$ cat src/rtl/id_ex_stage_if.sv
// ID/EX pipeline-register bundle: decode-slot inputs, register-file
// read/write ports, execute-stage handshake and the registered ex_* payload.
interface id_ex_stage_if;
  logic        id_valid;
  logic [31:0] id_instr;
  logic [31:0] id_pc;
  logic [31:0] rd1;
  logic [31:0] rd2;
  logic        wb_we;
  logic [4:0]  wb_rd;
  logic [31:0] wb_data;
  logic        ex_ready;
  logic        flush;
  logic        id_ready;
  logic        ex_valid;
  logic [31:0] ex_pc;
  logic [31:0] ex_instr;
  logic [31:0] ex_rs1_val;
  logic [31:0] ex_rs2_val;
  logic [4:0]  ex_rd;
  logic        ex_is_load;
  logic [15:0] lu_stall_cnt;

  // Driver side: decode stage, register file and execute stage.
  modport master (
    output id_valid, id_instr, id_pc, rd1, rd2, wb_we, wb_rd, wb_data,
           ex_ready, flush,
    input  id_ready, ex_valid, ex_pc, ex_instr, ex_rs1_val, ex_rs2_val,
           ex_rd, ex_is_load, lu_stall_cnt
  );

  // Pipeline-register side.
  modport slave (
    input  id_valid, id_instr, id_pc, rd1, rd2, wb_we, wb_rd, wb_data,
           ex_ready, flush,
    output id_ready, ex_valid, ex_pc, ex_instr, ex_rs1_val, ex_rs2_val,
           ex_rd, ex_is_load, lu_stall_cnt
  );
endinterface

$ cat src/rtl/id_ex_stage.sv
// ID/EX pipeline register with write-back bypass of the register-file
// operands, load-use hazard detection (one-cycle bubble), flush, and a
// saturating count of inserted load-use bubbles.
module id_ex_stage (
  input logic          clk,
  input logic          rst_n,
  id_ex_stage_if.slave bus
);

  localparam logic [31:0] NOP_INSTR = 32'h0000_0013;
  localparam logic [6:0]  OP_LUI    = 7'b0110111;
  localparam logic [6:0]  OP_AUIPC  = 7'b0010111;
  localparam logic [6:0]  OP_JAL    = 7'b1101111;
  localparam logic [6:0]  OP_REG    = 7'b0110011;
  localparam logic [6:0]  OP_STORE  = 7'b0100011;
  localparam logic [6:0]  OP_BRANCH = 7'b1100011;
  localparam logic [6:0]  OP_LOAD   = 7'b0000011;

  logic        ex_valid_q,   ex_valid_d;
  logic [31:0] ex_pc_q,      ex_pc_d;
  logic [31:0] ex_instr_q,   ex_instr_d;
  logic [31:0] ex_rs1_val_q, ex_rs1_val_d;
  logic [31:0] ex_rs2_val_q, ex_rs2_val_d;
  logic [4:0]  ex_rd_q,      ex_rd_d;
  logic        ex_is_load_q, ex_is_load_d;
  logic [15:0] stall_cnt_q,  stall_cnt_d;

  logic [4:0]  id_rs1, id_rs2, ex_rs1, ex_rs2;
  logic [6:0]  id_op;
  logic        rs1_used, rs2_used;
  logic        hazard, advance;
  logic [31:0] op1_sel, op2_sel;

  // Register x0 reads as zero; a same-cycle write-back wins over the
  // (stale) register-file read data.
  function automatic logic [31:0] select_operand(
    input logic [4:0]  rs,
    input logic [31:0] rf_data,
    input logic        we,
    input logic [4:0]  wrd,
    input logic [31:0] wdata
  );
    if (rs == 5'd0)              return 32'd0;
    else if (we && (wrd == rs))  return wdata;
    else                         return rf_data;
  endfunction

  assign id_rs1 = bus.id_instr[19:15];
  assign id_rs2 = bus.id_instr[24:20];
  assign id_op  = bus.id_instr[6:0];
  assign ex_rs1 = ex_instr_q[19:15];
  assign ex_rs2 = ex_instr_q[24:20];

  assign rs1_used = !((id_op == OP_LUI) || (id_op == OP_AUIPC) || (id_op == OP_JAL));
  assign rs2_used = (id_op == OP_REG) || (id_op == OP_STORE) || (id_op == OP_BRANCH);

  assign hazard = ex_valid_q && ex_is_load_q && (ex_rd_q != 5'd0) && bus.id_valid &&
                  ((rs1_used && (id_rs1 == ex_rd_q)) || (rs2_used && (id_rs2 == ex_rd_q)));
  assign advance = !ex_valid_q || bus.ex_ready;

  assign op1_sel = select_operand(id_rs1, bus.rd1, bus.wb_we, bus.wb_rd, bus.wb_data);
  assign op2_sel = select_operand(id_rs2, bus.rd2, bus.wb_we, bus.wb_rd, bus.wb_data);

  // Next-state selection with priority flush > bubble > load > hold.
  always_comb begin
    ex_valid_d   = ex_valid_q;
    ex_pc_d      = ex_pc_q;
    ex_instr_d   = ex_instr_q;
    ex_rs1_val_d = ex_rs1_val_q;
    ex_rs2_val_d = ex_rs2_val_q;
    ex_rd_d      = ex_rd_q;
    ex_is_load_d = ex_is_load_q;
    stall_cnt_d  = stall_cnt_q;

    if (bus.flush) begin
      // An empty slot always carries a NOP with rd=0 so it can never match a hazard.
      ex_valid_d   = 1'b0;
      ex_instr_d   = NOP_INSTR;
      ex_rd_d      = 5'd0;
      ex_is_load_d = 1'b0;
    end else if (advance && hazard) begin
      ex_valid_d   = 1'b0;
      ex_instr_d   = NOP_INSTR;
      ex_rd_d      = 5'd0;
      ex_is_load_d = 1'b0;
      if (stall_cnt_q != 16'hFFFF) stall_cnt_d = stall_cnt_q + 16'd1;
    end else if (advance) begin
      ex_valid_d   = bus.id_valid;
      ex_pc_d      = bus.id_pc;
      ex_rs1_val_d = op1_sel;
      ex_rs2_val_d = op2_sel;
      if (bus.id_valid) begin
        ex_instr_d   = bus.id_instr;
        ex_rd_d      = bus.id_instr[11:7];
        ex_is_load_d = (id_op == OP_LOAD);
      end else begin
        // Empty decode slot becomes an empty execute slot (NOP, rd=0).
        ex_instr_d   = NOP_INSTR;
        ex_rd_d      = 5'd0;
        ex_is_load_d = 1'b0;
      end
    end else begin
      // Held instruction keeps its operands fresh against write-backs it would otherwise miss.
      if (bus.wb_we && (bus.wb_rd != 5'd0) && (bus.wb_rd == ex_rs1)) ex_rs1_val_d = bus.wb_data;
      if (bus.wb_we && (bus.wb_rd != 5'd0) && (bus.wb_rd == ex_rs2)) ex_rs2_val_d = bus.wb_data;
    end
  end

  // Pipeline registers with asynchronous active-low reset to an empty NOP slot.
  always_ff @(posedge clk or negedge rst_n) begin
    if (!rst_n) begin
      ex_valid_q   <= 1'b0;
      ex_pc_q      <= 32'd0;
      ex_instr_q   <= NOP_INSTR;
      ex_rs1_val_q <= 32'd0;
      ex_rs2_val_q <= 32'd0;
      ex_rd_q      <= 5'd0;
      ex_is_load_q <= 1'b0;
      stall_cnt_q  <= 16'd0;
    end else begin
      ex_valid_q   <= ex_valid_d;
      ex_pc_q      <= ex_pc_d;
      ex_instr_q   <= ex_instr_d;
      ex_rs1_val_q <= ex_rs1_val_d;
      ex_rs2_val_q <= ex_rs2_val_d;
      ex_rd_q      <= ex_rd_d;
      ex_is_load_q <= ex_is_load_d;
      stall_cnt_q  <= stall_cnt_d;
    end
  end

  assign bus.id_ready     = bus.flush || (advance && !hazard);
  assign bus.ex_valid     = ex_valid_q;
  assign bus.ex_pc        = ex_pc_q;
  assign bus.ex_instr     = ex_instr_q;
  assign bus.ex_rs1_val   = ex_rs1_val_q;
  assign bus.ex_rs2_val   = ex_rs2_val_q;
  assign bus.ex_rd        = ex_rd_q;
  assign bus.ex_is_load   = ex_is_load_q;
  assign bus.lu_stall_cnt = stall_cnt_q;

endmodule

$ cat src/flat_wrapper.sv
// flat-port wrapper written by rule: the top's interface ports become plain ports
module id_ex_stage_flat 
  (clk, rst_n, bus_id_valid, bus_id_instr, bus_id_pc, bus_rd1, bus_rd2, bus_wb_we, bus_wb_rd, bus_wb_data, bus_ex_ready, bus_flush, bus_id_ready, bus_ex_valid, bus_ex_pc, bus_ex_instr, bus_ex_rs1_val, bus_ex_rs2_val, bus_ex_rd, bus_ex_is_load, bus_lu_stall_cnt);
  id_ex_stage_if bus_i ();
  input logic clk;
  input logic rst_n;
  input wire logic [$bits(bus_i.id_valid)-1:0] bus_id_valid;
  input wire logic [$bits(bus_i.id_instr)-1:0] bus_id_instr;
  input wire logic [$bits(bus_i.id_pc)-1:0] bus_id_pc;
  input wire logic [$bits(bus_i.rd1)-1:0] bus_rd1;
  input wire logic [$bits(bus_i.rd2)-1:0] bus_rd2;
  input wire logic [$bits(bus_i.wb_we)-1:0] bus_wb_we;
  input wire logic [$bits(bus_i.wb_rd)-1:0] bus_wb_rd;
  input wire logic [$bits(bus_i.wb_data)-1:0] bus_wb_data;
  input wire logic [$bits(bus_i.ex_ready)-1:0] bus_ex_ready;
  input wire logic [$bits(bus_i.flush)-1:0] bus_flush;
  output wire logic [$bits(bus_i.id_ready)-1:0] bus_id_ready;
  output wire logic [$bits(bus_i.ex_valid)-1:0] bus_ex_valid;
  output wire logic [$bits(bus_i.ex_pc)-1:0] bus_ex_pc;
  output wire logic [$bits(bus_i.ex_instr)-1:0] bus_ex_instr;
  output wire logic [$bits(bus_i.ex_rs1_val)-1:0] bus_ex_rs1_val;
  output wire logic [$bits(bus_i.ex_rs2_val)-1:0] bus_ex_rs2_val;
  output wire logic [$bits(bus_i.ex_rd)-1:0] bus_ex_rd;
  output wire logic [$bits(bus_i.ex_is_load)-1:0] bus_ex_is_load;
  output wire logic [$bits(bus_i.lu_stall_cnt)-1:0] bus_lu_stall_cnt;
  assign bus_i.id_valid = bus_id_valid;
  assign bus_i.id_instr = bus_id_instr;
  assign bus_i.id_pc = bus_id_pc;
  assign bus_i.rd1 = bus_rd1;
  assign bus_i.rd2 = bus_rd2;
  assign bus_i.wb_we = bus_wb_we;
  assign bus_i.wb_rd = bus_wb_rd;
  assign bus_i.wb_data = bus_wb_data;
  assign bus_i.ex_ready = bus_ex_ready;
  assign bus_i.flush = bus_flush;
  assign bus_id_ready = bus_i.id_ready;
  assign bus_ex_valid = bus_i.ex_valid;
  assign bus_ex_pc = bus_i.ex_pc;
  assign bus_ex_instr = bus_i.ex_instr;
  assign bus_ex_rs1_val = bus_i.ex_rs1_val;
  assign bus_ex_rs2_val = bus_i.ex_rs2_val;
  assign bus_ex_rd = bus_i.ex_rd;
  assign bus_ex_is_load = bus_i.ex_is_load;
  assign bus_lu_stall_cnt = bus_i.lu_stall_cnt;
  id_ex_stage u_core (.clk(clk), .rst_n(rst_n), .bus(bus_i));
endmodule
$ cat config.mk
export PLATFORM = sky130hd
export DESIGN_NAME = id_ex_stage_flat
export DESIGN_NICKNAME = d
export VERILOG_FILES = /design/src/rtl/id_ex_stage_if.sv /design/src/rtl/id_ex_stage.sv /design/src/flat_wrapper.sv
export SDC_FILE = /design/constraint.sdc
export NUM_CORES = 1
export LEC_CHECK = 0
export CAP_MARGIN = 0
export CORE_ASPECT_RATIO = 0.5
export CORE_UTILIZATION = 45
export DETAILED_ROUTE_END_ITERATION = 10
export GPL_TIMING_DRIVEN = 0
export PLACE_DENSITY = 0.9
export SETUP_SLACK_MARGIN = 0.4
export SLEW_MARGIN = 5
export SYNTH_ARGS = -nofsm -noshare
export SYNTH_HDL_FRONTEND = slang
export SYNTH_SLANG_ARGS = --single-unit
$ cat constraint.sdc
create_clock -name clk -period 4.85 [get_ports clk]
set_input_delay 1.455 -clock clk [delete_from_list [all_inputs] [get_ports clk]]
set_output_delay 1.455 -clock clk [all_outputs]
set_load 0.05 [all_outputs]
==> results of run 1 <==
[synthesized netlist by cell type (4+ instances only)]
| master | number | area (um^2) |
|---|---|---|
| sky130_fd_sc_hd__nand3_1 | 16 | 80.1 |
| sky130_fd_sc_hd__inv_1 | 4 | 15.0 |
| sky130_fd_sc_hd__xor2_1 | 30 | 263 |
| sky130_fd_sc_hd__nor4_1 | 8 | 50.1 |
| sky130_fd_sc_hd__dfrtp_1 | 143 | 3580 |
| sky130_fd_sc_hd__mux2_2 | 33 | 372 |
| sky130_fd_sc_hd__buf_4 | 5 | 37.5 |
| sky130_fd_sc_hd__nor3_1 | 12 | 60.1 |
| sky130_fd_sc_hd__buf_6 | 10 | 113 |
| sky130_fd_sc_hd__nand2_1 | 9 | 33.8 |
| sky130_fd_sc_hd__xnor2_1 | 12 | 105 |
| sky130_fd_sc_hd__and3_1 | 4 | 25.0 |
| sky130_fd_sc_hd__mux2_1 | 4 | 45.0 |
| sky130_fd_sc_hd__and4_1 | 4 | 35.0 |
| sky130_fd_sc_hd__nor2_1 | 8 | 30.0 |
| sky130_fd_sc_hd__buf_2 | 9 | 45.0 |
| sky130_fd_sc_hd__clkbuf_1 | 17 | 63.8 |
| sky130_fd_sc_hd__mux2_4 | 60 | 901 |
| sky130_fd_sc_hd__a22o_1 | 92 | 806 |
[worst paths after layout]
path | from | to | slack [ns] | cells past startpoint
max in group asynchronous | rst_n | u_core.bus.ex_instr[15] | 3.00 | 2
min in group asynchronous | rst_n | u_core.bus.ex_instr[30] | 0.97 | 1
min | u_core.bus.ex_rs2_val[0] | u_core.bus.ex_rs2_val[0] | 0.49 | 1
min reg2reg | u_core.bus.ex_rs2_val[0] | u_core.bus.ex_rs2_val[0] | 0.49 | 1
max reg2reg | u_core.bus.ex_valid | u_core.bus.ex_rs1_val[7] | 2.29 | 9
max | bus_id_instr[22] | bus_id_ready | 0.45 | 9
[critical path, cell delays in order]
cell and delay [ns]:
sky130_fd_sc_hd__dlygate4sd2_1 0.30, sky130_fd_sc_hd__xnor2_1 0.17, sky130_fd_sc_hd__and4_1 0.21, sky130_fd_sc_hd__nand3_2 0.08, sky130_fd_sc_hd__and2_4 0.17, sky130_fd_sc_hd__buf_6 0.11, sky130_fd_sc_hd__buf_8 0.13, sky130_fd_sc_hd__a21o_1 0.16
sky130_fd_sc_hd__buf_6 0.15
[metrics by stage]
step | std cells | setup slack [ns] | hold WS (ns)
2_1_floorplan | 520 | 0.473 | 0.768
3_3_place_gp | 1036 | -3.41 | 0.469
3_5_place_dp | 1037 | -0.913 | 0.480
4_1_cts | 1070 | 0.405 | 0.493
5_1_grt | 1071 | 0.386 | 0.507
6_report | 1071 | 0.451 | 0.494
[metal layers]
metal / global-route usage / vias up / share of wire
li1: - / 2619 / -
met1: 0.357 / 2913 / 0.42
met2: 0.463 / 172 / 0.51
met3: 0.0396 / 46 / 0.038
met4: 0.106 / 0 / 0.033
met5: 0 / - / 0
[registers in the layout, summed over array words and instances (netlist names)]
name and count:
u_core.bus.ex_instr 28, u_core.bus.ex_valid 1, u_core.bus.ex_rs1_val 32, u_core.bus.ex_rd 4, u_core.bus.lu_stall_cnt 16, u_core.bus.ex_is_load 1
u_core.bus.ex_rs2_val 32, u_core.bus.ex_pc 32
[report_power, final]
group / switching, mW / internal (mW)
Sequential: 0.0863 / 1.36
Clock: 0.538 / 0.787
Combinational: 0.773 / 0.573
Total: 1.40 / 2.72
[logic make-up (layout without fill, tap and decap cells)]
group,Yosys count,count (layout)
AND/OR/NAND/NOR,76,76
other,0,1
AO/OA/AOI/OAI,111,111
adder cells (fa/ha/maj),1,1
XOR/XNOR,42,42
flip-flops,146,146
multiplexers,97,97
buffers and inverters,47,399
[what timing repair did]
action                     CTS  global route
resized for setup           41            23
pin swaps                    6             8
buffers inserted             1             0
setup endpoints to repair    1             1
hold buffers                 0             0
hold endpoints to repair     0             0
[cell type report]
type                       instances  area [um^2]  area share
sequential                       146         3660       0.331
timing repair buffer             320         3150       0.285
multi-input combinational        327         3100       0.280
clock buffer                      20          457      0.0413
buffer                            43          284      0.0257
tap                              198          248      0.0224
clock inverter                    12          133      0.0120
inverter                           4         15.0     0.00136
antenna                            1         2.50    0.000226
==> impl.org, run 1 <==
** Outcome
- The run finished with clean final reports.

** Synth
- For this run, the register share of the synthesized area comes to 0.521.
- Fraction of the mapped netlist area in compound gates :: 0.136
- Share of async-settable or async-resettable flops after synthesis :: 1.00
- Synth Instances :: 520
- In this run, synthesis produced a sequential element count of approximately 150.
- When the netlist entered floorplanning its net count stood at ~690.
- Post-synth cell types :: between 40 and 50
- The cell area that synthesis handed to floorplanning was between 7000 and 8000 um^2.
- Post-Synthesis Mean Instance Area :: ~13 um^2
- The Yosys step of the flow raised 0 warnings.
- Dominant combinational cell family by area after synthesis :: multiplexers
- After synthesis, the share of cell area in mux cells is 0.188.
- Number of synthesized flops with an enable pin :: 0
- Of the total synthesized cell area, the portion taken by XOR and XNOR cells is 0.0524.
- Of the total synthesized cell area, the portion taken by AND, OR, NAND and NOR gates is 0.0601.
- Synthesized-area fraction occupied by adder cells :: 0.00178
- The most used flip-flop cell after synthesis is sky130_fd_sc_hd__dfrtp_1.

** Global route
- The first global-routing pass estimated around 34 mm of wire.
- Antenna violations before repair :: 1
- Remaining global-route overflow :: 0
- Entering global routing, the biggest net connects approximately 100 pins.
- Across every metal layer, demand over resource in global routing totals 0.274.
- Number of global-route vias before repair :: just under 6000

** Floorplan
- The initial utilization of the core area, before any placement, comes to 0.472.
- In this run the count of I/O pins placed on the die edge is ~320.
- Die boundary height :: about 90 um
- The floorplan step defined a die boundary enclosing 16100 um^2.
- In this run the standard cell core region covers roughly 15000 um^2.
- Horizontal die dimension :: 179 um
- After floorplanning, the core was divided into 31 placement rows.

** Detailed routing
- Number of DRC markers after the initial detailed-route iteration :: slightly above 300
- Routed vias :: about 5800
- Post-Route WL :: between 20 and 25 mm
- The first detailed-routing pass ran for 5 iterations.
- In the final routed layout, each cell accounts on average for approximately 21 um.
- DRC Markers :: 0
- Dividing the detail-routed via count by the number of cells gives approximately 5.4.
- Antenna-violating nets left :: 0

** CTS
- Level count of the clock H-tree :: 4
- Reg clk slew, reported paths :: 0.06 ns
- For this design, the sink count on the clock tree is between 100 and 150.
- Clock network latency to the later pin of the worst-skew pair :: 0.42 ns
- In this run the clock root is driven by a sky130_fd_sc_hd__clkbuf_16.
- CTS buffer count :: 17
- CTS tree :: built
- The clock passes through at most 2 buffers.

** Finish
- Commonest non-fill, non-tap cell in the layout :: sky130_fd_sc_hd__clkdlybuf4s50_1
- Share of post-route cells with drive strength above 1 :: 0.203
- With fillers left out, the area of the finished cells amounts to between 10000 and 15000 um^2.
- Fill cell total of the finished layout :: 1013
- Measured on the finished design, the core utilization comes to 0.744.
- Commonest non-fill, non-tap cells in the layout :: 298 x sky130_fd_sc_hd__clkdlybuf4s50_1, 143 x sky130_fd_sc_hd__dfrtp_1, 92 x sky130_fd_sc_hd__a22o_1, 60 x sky130_fd_sc_hd__mux2_4, 33 x sky130_fd_sc_hd__mux2_2
- Growth of design area from synthesis to finish :: 57.5%
- Post-layout net count :: around 1000

** Timing
- Timing would allow up to 0.227 GHz.
- Final setup viols :: 0
- Measured against its own limit, the worst slew margin works out to 0.613.
- Adding up every negative setup slack in the final design gives 0 ns.
- Unrepaired setup endpoints after global routing :: no
- On the final layout, the worst clock skew is roughly 0.015 ns.
- The max-slew violation count came to 0.
- Share of the clock period used by the worst path :: 0.907
- The hold violation total from the final report came to 0.
- Final critical delay including setup and external delays :: about 4.4 ns
- Worst-Margin Slew :: 0.578 ns

** Place
- Buffers placed on the I/O ports in this run total 318.
- Routability-driven placement finished with a final weighted congestion of 0.906.
- DP HPWL :: ~17 mm
- The placed instances occupy a cell area of 10500 um^2.

** Critical path
- Data on the critical path is required at its endpoint by roughly 3.4 ns.
- Along the worst path, the maximum fanout reaches 10.
- The worst setup path is captured at an output pin.
- Type of the setup path with the least slack :: in2out
- The worst setup path is launched from an input port.
- Critical Path AT :: 2.94 ns

** Power and ir drop
- Total Power Consumption :: 4.11 mW
- IR analysis of the VDD net gives a maximum drop of roughly 0.00027 V.
- Pleak :: between 4 and 5 nW
- Power spread over the standard cell area amounts to between 300 and 400 nW/um^2.

** Job
- Max-cap violations in this run came to 0.

** Hold path
- Hold crit path type :: reg2reg
Note: power is estimated with default switching activity, not from simulation.
==> run 2: changes to the inputs <==
Clock period 4.85 ns to 5.2 ns, I/O delays scaled along.
==> run 2 against run 1 <==
Net effect: worst hold slack hardly changed; sequential share of layout area is 0.086 points lower; utilization is 0.19 points higher; die area stayed put; total power is 6.7% lower; largest power group unchanged.
==> impl.org, run 2 (synthesis gave the netlist of run 1 again) <==
** CTS
- The latest clock arrival within the worst-skew pair is 0.42 ns (about the same).
- CTS placed an instance of sky130_fd_sc_hd__clkbuf_16 at the clock tree root.
- CTS tree :: built
- Hold-fix buffer count after cts :: 0 (unchanged)
- The TritonCTS buffer count is 17 (unchanged).
- The clock slew seen by the registers of the worst setup and hold paths is 0.06 ns (about the same).
- Count of clock tree sinks :: 146 (unchanged)
- The H-tree depth reported by CTS was 4 (unchanged).
- The buffer depth of the longest clock path is 2 (unchanged).

** Global route
- The residual overflow from global routing came to 0 (unchanged).
- The first-pass GRT wire length came to 33.6 mm (-0.12%).
- The via count of the first global-routing pass is 5950 (-0.15%).
- The initial antenna violation count was 2 (+1).
- Maximum number of pins on one net before global-route repair :: 98 (unchanged)
- The global-route total usage across every layer came to 0.274 (-0.000277).

** Hold path
- Number of instances on the worst hold path :: 1 (unchanged)
- Worst hold path startpoint :: u_core.bus.ex_rs2_val[0]
- The tightest min-delay check is of the reg2reg type.

** Finish
- Post-layout net count :: 1030 (-0.097%)
- The share of cells above drive strength 1 was 0.188 (-0.0147).
- The footprint of the flip-flops and latches was 3660 um^2 (unchanged).
- Relative to the synthesized area, the layout overhead comes to 57.9%.
- The final-layout fill cell count came to 1005 (-0.79%).
- Leaving out fill and tap cells, the most frequent cell in the layout is sky130_fd_sc_hd__clkdlybuf4s50_1.
- The multi-input gate area in the final layout is 3090 um^2 (-0.24%).
- The top cell types in the final layout, fill and taps aside, are 298 x sky130_fd_sc_hd__clkdlybuf4s50_1, 143 x sky130_fd_sc_hd__dfrtp_1, 92 x sky130_fd_sc_hd__a22o_1, 60 x sky130_fd_sc_hd__mux2_4, 33 x sky130_fd_sc_hd__mux2_2.

** Critical path
- The number of cells traversed by the worst register-to-register path came to 9 (unchanged).
- Beginning of the worst register-to-register path :: u_core.bus.ex_valid
- Most frequent cell on the critical path :: sky130_fd_sc_hd__buf_6
- Worst setup EP type :: output pin
- Stage delay of the slowest cell on the critical path :: 0.31 ns (about the same)
- The maximum fanout along the worst path came to 10 (unchanged).
- Startpoint Class :: input port
- The arrival time reported for the critical path endpoint was 3.18 ns (+0.24 ns).
- Type of the setup path with the least slack :: in2out
- Origin of the worst setup path :: bus_id_instr[2]
- The slowest stage of the critical path is the sky130_fd_sc_hd__and4bb_1 cell.
- Cell breakdown of the critical path :: dlygate4sd2_1, and4bb_1, and4_1, nand3_2, and2_4, buf_6, buf_8, a21o_1, buf_6
- CP Data Required Time :: 3.64 ns (+0.25 ns)

** Detailed routing
- Post-Route WL :: 22.0 mm (about the same)
- Vias/cell :: 5.36 (-0.24%)
- The mean routed wirelength per cell came to 20.5 um (about the same).
- The initial DRC count is 296 (-2.0%).
- Antenna-violating nets left :: 0 (unchanged)
- The detailed-routing iteration count for the pre-antenna-repair pass is 4 (-1).
- The total number of vias is 5736 (-0.24%).
- DRC Markers :: 0 (unchanged)

** Floorplan
- The initial core utilization came to 0.472 (unchanged).
- The standard cell core area was 14900 um^2 (unchanged).
- Horizontal die dimension :: 179 um (unchanged)
- I/O pin total :: 323 (unchanged)
- The total die area came to 16100 um^2 (unchanged).
- Die boundary height :: 90.3 um (unchanged)
- Core Rows :: 31 (unchanged)

** Power and ir drop
- The maximum vdd ir drop came to 0.000255 V (-7.2%).
- The power per unit of standard cell area came to 347 nW/um^2 (-6.9%).
- Total Power Consumption :: 3.84 mW (-6.7%)
- The static leakage was 4.91 nW (about the same).

** Timing
- The max-slew violation count was 0 (unchanged).
- The smallest clock period supported by the final layout is computed as between 4 and 5 ns.
- Slew HR :: 0.613 (about the same)
- Share of the clock period used by the worst path :: 0.911
- Endpoints failing hold :: 0 (unchanged)
- Post-Route Setup TNS :: 0 ns (unchanged)
- Final WS setup :: 0.462 ns (+0.0106 ns)
- Derived from the worst setup path, the maximum achievable clock frequency is between 0.2 and 0.25 GHz.
- Unrepaired setup endpoints after global routing :: no
- Final-layout worst hold slack :: 0.494 ns (-0.0000600 ns)
- The worst clock skew came to 0.0129 ns (-0.00186 ns).
- The slew of the pin with the lowest slew margin is 0.578 ns (+0.000163 ns).
- Final setup viols :: 0 (unchanged)

** Place
- Count of buffers inserted at the top-level ports :: 318 (unchanged)
- The last weighted congestion value of the routability-driven placer was 0.906 (unchanged).
- The half-perimeter wire length after detailed placement is 16.5 mm (unchanged).
- Setup WS pre-CTS :: -0.773 ns (+0.140 ns)

** Outcome
- Result of the run :: completed

** Job
- Number of max-cap violations :: 0 (unchanged)
-- run 2: cell count changes in the layout (fill, tap and decap cells not counted), sizes merged --
cell and change:
diode +1, dlygate4sd2 +11, buf -3, clkbuf -9
-- run 2: path summary, 6_finish.rpt --
| kind | slack [ns] | to |
|---|---|---|
| max reg2reg | 2.66 | u_core.bus.ex_rs1_val[7] |
| min in group asynchronous | 1.08 | u_core.bus.ex_instr[30] |
| min | 0.49 | u_core.bus.ex_rs2_val[0] |
| max | 0.46 | bus_id_ready |
| min reg2reg | 0.49 | u_core.bus.ex_rs2_val[0] |
| max in group asynchronous | 3.24 | u_core.bus.ex_instr[15] |
-- run 2: layout make-up --
cell class                      instances  share of cell area
Antenna cell                            2            0.000452
Buffer                                 43              0.0256
Clock buffer                           20              0.0412
Clock inverter                         12              0.0120
Inverter                                4             0.00136
Multi-Input combinational cell        327               0.279
Sequential cell                       146               0.330
Tap cell                              198              0.0224
Timing Repair Buffer                  319               0.288
-- run 2: metrics by stage --
| step | utilization | area (um^2) | cells |
|---|---|---|---|
| 4_1_cts | 0.745 | 11100 | 1069 |
| 2_1_floorplan | - | 7010 | 520 |
| 5_1_grt | 0.746 | 11100 | 1071 |
| 3_3_place_gp | 0.703 | 10400 | 1036 |
| 3_5_place_dp | 0.705 | 10500 | 1037 |
| 6_report | 0.746 | 11100 | 1071 |
-- run 2: report_power, final --
part / switching, mW / internal [mW]
clock network: 0.504 / 0.734
logic: 0.721 / 0.536
registers: 0.0804 / 1.26
total: 1.31 / 2.53
-- run 2: repair_timing --
item                       4_1_cts  5_1_grt
pin swaps                        2        4
setup buffers                    0        0
resized for setup               31        7
setup endpoints to repair        1        1
-- run 2: routing by layer --
layer	wire length, um	GRT usage
met1	9240	0.357
met2	11300	0.462
met3	811	0.0396
met4	662	0.106
met5	0	0
-- run 2: critical path, delay by kind of cell --
| kind | cells | cell delay, ns |
|---|---|---|
| and+or+nand+nor | 4 | 0.78 |
| AOI/OAI and AO/OA | 1 | 0.16 |
| buffers and inverters | 4 | 0.67 |
